$ cat src/rtl/mux_scan_n.sv
// N-channel registered multiplexer with manual select and masked round-robin scan.
// All outputs change only on the rising edge of i_clk.
module mux_scan_n #(
    parameter int unsigned WIDTH    = 4,
    parameter int unsigned CHANNELS = 4,
    parameter int unsigned SEL_W    = 2,
    parameter int unsigned DWELL    = 8,
    parameter int unsigned CNT_W    = 16
) (
    input  logic                      i_clk,
    input  logic                      i_rst,
    input  logic                      i_mode,
    input  logic [SEL_W-1:0]          i_s,
    input  logic [CHANNELS-1:0]       i_mask,
    input  logic [CHANNELS*WIDTH-1:0] i_w,
    output logic [WIDTH-1:0]          o_f,
    output logic [SEL_W-1:0]          o_ch,
    output logic                      o_valid,
    output logic                      o_step,
    output logic                      o_err
);

    typedef enum logic [1:0] {
        ACT_MANUAL,
        ACT_HOLD,
        ACT_ADVANCE,
        ACT_IDLE
    } act_t;

    act_t             act;
    logic [SEL_W-1:0] ch_q;
    logic [SEL_W-1:0] ch_nxt;
    logic [SEL_W-1:0] scan_nxt;
    logic [SEL_W-1:0] low_idx;
    logic [SEL_W-1:0] above_idx;
    logic             found_low;
    logic             found_above;
    logic [CNT_W-1:0] cnt_q;
    logic [CNT_W-1:0] cnt_nxt;
    logic [WIDTH-1:0] f_nxt;
    logic             valid_nxt;
    logic             step_nxt;
    logic             err_nxt;
    logic             cur_en;
    logic             s_ok;

    assign cur_en = ((i_mask >> ch_q) & CHANNELS'(1)) != '0;
    assign s_ok   = 32'(i_s) < CHANNELS;

    // Next enabled channel above ch_q, else the lowest enabled one (may be ch_q itself).
    always_comb begin
        low_idx     = ch_q;
        above_idx   = ch_q;
        found_low   = 1'b0;
        found_above = 1'b0;
        for (int unsigned k = 0; k < CHANNELS; k++) begin
            if (((i_mask >> k) & CHANNELS'(1)) != '0) begin
                if (!found_low) begin
                    low_idx   = SEL_W'(k);
                    found_low = 1'b1;
                end
                if (!found_above && k > 32'(ch_q)) begin
                    above_idx   = SEL_W'(k);
                    found_above = 1'b1;
                end
            end
        end
        scan_nxt = found_above ? above_idx : low_idx;
    end

    always_comb begin
        act = ACT_MANUAL;
        if (i_mode) begin
            if (i_mask == '0)
                act = ACT_IDLE;
            else if (!cur_en || cnt_q == CNT_W'(DWELL - 1))
                act = ACT_ADVANCE;
            else
                act = ACT_HOLD;
        end
    end

    always_comb begin
        ch_nxt    = ch_q;
        cnt_nxt   = '0;
        valid_nxt = 1'b1;
        step_nxt  = 1'b0;
        err_nxt   = 1'b0;
        case (act)
            ACT_MANUAL: begin
                if (s_ok)
                    ch_nxt = i_s;
                else
                    err_nxt = 1'b1;
            end
            ACT_IDLE: valid_nxt = 1'b0;
            ACT_ADVANCE: begin
                ch_nxt   = scan_nxt;
                step_nxt = scan_nxt != ch_q;
            end
            ACT_HOLD: cnt_nxt = cnt_q + CNT_W'(1);
            default: ;
        endcase
        f_nxt = WIDTH'(i_w >> (32'(ch_nxt) * WIDTH));
    end

    always_ff @(posedge i_clk) begin
        if (i_rst) begin
            ch_q    <= '0;
            cnt_q   <= '0;
            o_f     <= '0;
            o_valid <= 1'b0;
            o_step  <= 1'b0;
            o_err   <= 1'b0;
        end else begin
            ch_q    <= ch_nxt;
            cnt_q   <= cnt_nxt;
            o_f     <= f_nxt;
            o_valid <= valid_nxt;
            o_step  <= step_nxt;
            o_err   <= err_nxt;
        end
    end

    assign o_ch = ch_q;

endmodule

$ cat config.mk
export PLATFORM = sky130hd
export DESIGN_NAME = mux_scan_n
export DESIGN_NICKNAME = d
export VERILOG_FILES = /design/src/rtl/mux_scan_n.sv
export SDC_FILE = /design/constraint.sdc
export NUM_CORES = 1
export LEC_CHECK = 0
export ABC_AREA = 1
export CAP_MARGIN = 20
export CORE_MARGIN = 4
export CORE_UTILIZATION = 44
export CTS_CLUSTER_SIZE = 30
export DETAILED_ROUTE_END_ITERATION = 7
export PLACE_DENSITY = 0.75
export SLEW_MARGIN = 20
export SYNTH_ARGS = -nofsm -noshare
export SYNTH_HDL_FRONTEND = slang
export SYNTH_SLANG_ARGS = --single-unit
$ cat constraint.sdc
create_clock -name i_clk -period 1.7 [get_ports i_clk]
set_input_delay 0.34 -clock i_clk [delete_from_list [all_inputs] [get_ports i_clk]]
set_output_delay 0.34 -clock i_clk [all_outputs]
set_load 0.05 [all_outputs]
==> flow_summary.toml <==
[pwr]
p_per_area_nw_per_um2 = 733
vdd_drop_max_mv = 0.498
p_sw_mw = 0.569
pwr-share-comb = 0.374
power_frac_seq = 0.370
power_leakage_nw = 1.02
clkPwrFrac = 0.255
total_power_mw = 1.66
switching_share = 0.344
p_int_mw = 1.09

[setup_path]
cp.arrival_ns = 2.05
crit_family = "simple AND/OR/NAND/NOR gates"
crit_fanout = 7
required_ns = 1.97
critPathBufInv = 2
end_kind = "flop"
crit_chain = "ha_4 -> nand2_4 -> inv_4 -> nand2_2 -> nor2_2 -> nand2_2 -> nand2_4 -> nand2_4 -> nand2_4 -> nand3_4 -> buf_6 -> nand3b_1 -> nand3_1 -> a21oi_2"
critical_path.slowest_cell = "dfxtp_2"
r2r_setup_slack_ns = -0.09
max_stage_delay_ns = 0.38
criticalPathCategory = "flop to flop"
crit_top_cell = "nand2_4"
worstSetupStartpointType = "flop"

[route]
drcViolationCount = 0
first_pass_iters = 4
wl_per_cell_um = 11.3
num_vias = 1580
viasPerCell = 4.85
drt_iter0_markers = 91
drt-total-wl_mm = 3.69
final_antenna_net_count = 0

[clock_network]
cts.sinks = 24
htreeDepth = 1
root_buffer = "clkbuf_4"
cts_hold_buf = 0
cts.path.max_buffers = 2
numCtsBuffers = 3
clk_latency_ns = 0.32
path_clk_slew_ns = 0.14
cts_tree = "done"

[synth]
synth.largest_area_cell = "dfxtp_1"
yosysWarnings = 0
syn_avg_cell_area_um2 = 6.64
synth.top_cell.area_share = 0.334
ys_ff_latch = 24
yosysSeqAreaShare = 0.334
syn_nets = 243
syn_area_um2 = 1440
synth_area_leaders = "dfxtp_1 (33%), nand2_1 (10%), inv_1 (8.1%)"
yosysUniqueCellTypes = 36
postSynthCellCount = 217

[floorplan]
pin_count = 34
die_w_um = 65.2
coreArea_um2 = 3100
dieArea_um2 = 4250
fp.dieH_um = 65.2
initial_core_util = 0.464
rows = 20

[grt]
antenna_found_initial = 0
track_usage = 0.179
grt_pass1_wl_mm = 6.11
grt_pass1_vias = 1457
overflow = 0
grt_max_degree = 15

[finish]
stdcell_count = 326
fillers = 276
syn_to_final_growth_pct = 57.0
drive_gt1_frac = 0.348
final_cell_mix = "buf_4 (37), nand2_1 (34), inv_1 (30)"
antenna_cells = 0
nets = 309
final_common_cell = "buf_4"

[placement]
pre_cts_ws_ns = -0.414
dpl.hpwl_mm = 2.60
gp_congestion = 0.851
port_buffers = 32
placedCellCount = 315

[job]
cap_violations = 0

[sta]
setup_slack_ns = -0.0871
min_period_ns = 1.79
setup_viol_count_final = 4
skew_ns = 0.00763
hold_slack_ns = 0.490
final_hold_viol_count = 0
fin_tns_setup_ns = -0.300
slew_viol_final = 0
final_min_period_over_clock_period = 1.05
fmax_mhz = 560
rsz0062_at_grt = "yes"

[status]
status = "finished with violations"
violations = "setup timing"

[worst_hold_path]
hold_class = "flop to flop"
-- cell families after synthesis --
| family | count (synthesis) | synth area share |
|---|---|---|
| AND/OR/NAND/NOR | 129 | 0.445 |
| buffers and inverters | 38 | 0.102 |
| flip-flops | 24 | 0.334 |
| AO/OA/AOI/OAI | 22 | 0.0964 |
| XOR/XNOR | 2 | 0.0122 |
| adder cells (fa/ha/maj) | 1 | 0.00869 |
| other | 1 | 0.00260 |
-- Yosys cell counts --
cell / count
clkbuf_1: 1
o21bai_2: 1
nand2_2: 8
o21ai_1: 1
nand3_2: 1
nand3_1: 22
nor2_1: 30
ha_1: 1
clkinv_1: 1
o211ai_1: 1
nand2_4: 2
nor3_1: 8
nand3b_1: 4
xnor2_1: 1
nor4_2: 1
nor3b_1: 2
a21oi_2: 2
buf_1: 1
a21oi_1: 11
nand3_4: 1
inv_1: 31
nand2_1: 40
o21ai_0: 2
buf_4: 1
o22ai_1: 1
conb_1: 1
xor2_1: 1
o2bb2ai_1: 1
o21bai_1: 1
nand4_1: 3
dfxtp_1: 24
a41o_1: 1
nor4_1: 2
inv_2: 3
nor3_2: 2
nor2_2: 3
-- metrics by stage --
stage / utilization / area (um2)
global route: 0.729 / 2260
floorplan: - / 1440
detailed placement: 0.635 / 1970
CTS: 0.671 / 2080
global placement: 0.635 / 1970
finish: 0.729 / 2260
-- power by group through the flow --
stage          clock (mW)  sequential, mW  combinational [mW]
6_report            0.423           0.614               0.620
3_3_place_gp            0           0.627               0.527
2_1_floorplan           0           0.724               0.243
3_5_place_dp            0           0.625               0.532
4_1_cts             0.439           0.615               0.562
5_1_grt             0.453           0.618               0.670
-- path summary, 6_finish.rpt --
check | depth (start not counted) | endpoint | startpoint
min reg2reg | 2 | cnt_q[15] | cnt_q[15]
min | 2 | cnt_q[15] | cnt_q[15]
max reg2reg | 14 | o_f[2] | cnt_q[1]
max | 14 | o_f[2] | cnt_q[1]
-- tightest hold or removal path, cell delays in order (launching register included) --
cell and delay, ns:
dfxtp_1 0.32, inv_1 0.08, a21oi_1 0.06
-- timing repair --
item / CTS / global route
setup endpoints to repair: 5 / 12
cloned: 0 / 0
pin swaps: 7 / 24
resized for setup: 9 / 40
buffers inserted: 3 / 4
-- registers in the layout (all words and copies together) (netlist names) --
signal and cells:
cnt_q 16, o_f 4, o_ch 2, o_step 1, o_valid 1
-- cell type report --
class | count | area [um2] | area share
Multi-Input combinational cell | 155 | 970 | 0.429
Sequential cell | 24 | 490 | 0.217
Timing Repair Buffer | 64 | 559 | 0.247
Inverter | 35 | 134 | 0.0592
Clock inverter | 1 | 30.0 | 0.0133
Clock buffer | 3 | 22.5 | 0.00996
Tap cell | 44 | 55.1 | 0.0243
-- routing by layer --
metal | part of all wire | global-route usage
met2 | 0.48 | 0.324
met4 | 0.0032 | 0.0363
met5 | 0 | 0
met1 | 0.45 | 0.210
met3 | 0.061 | 0.0479
Note: power is estimated with default switching activity, not from simulation.
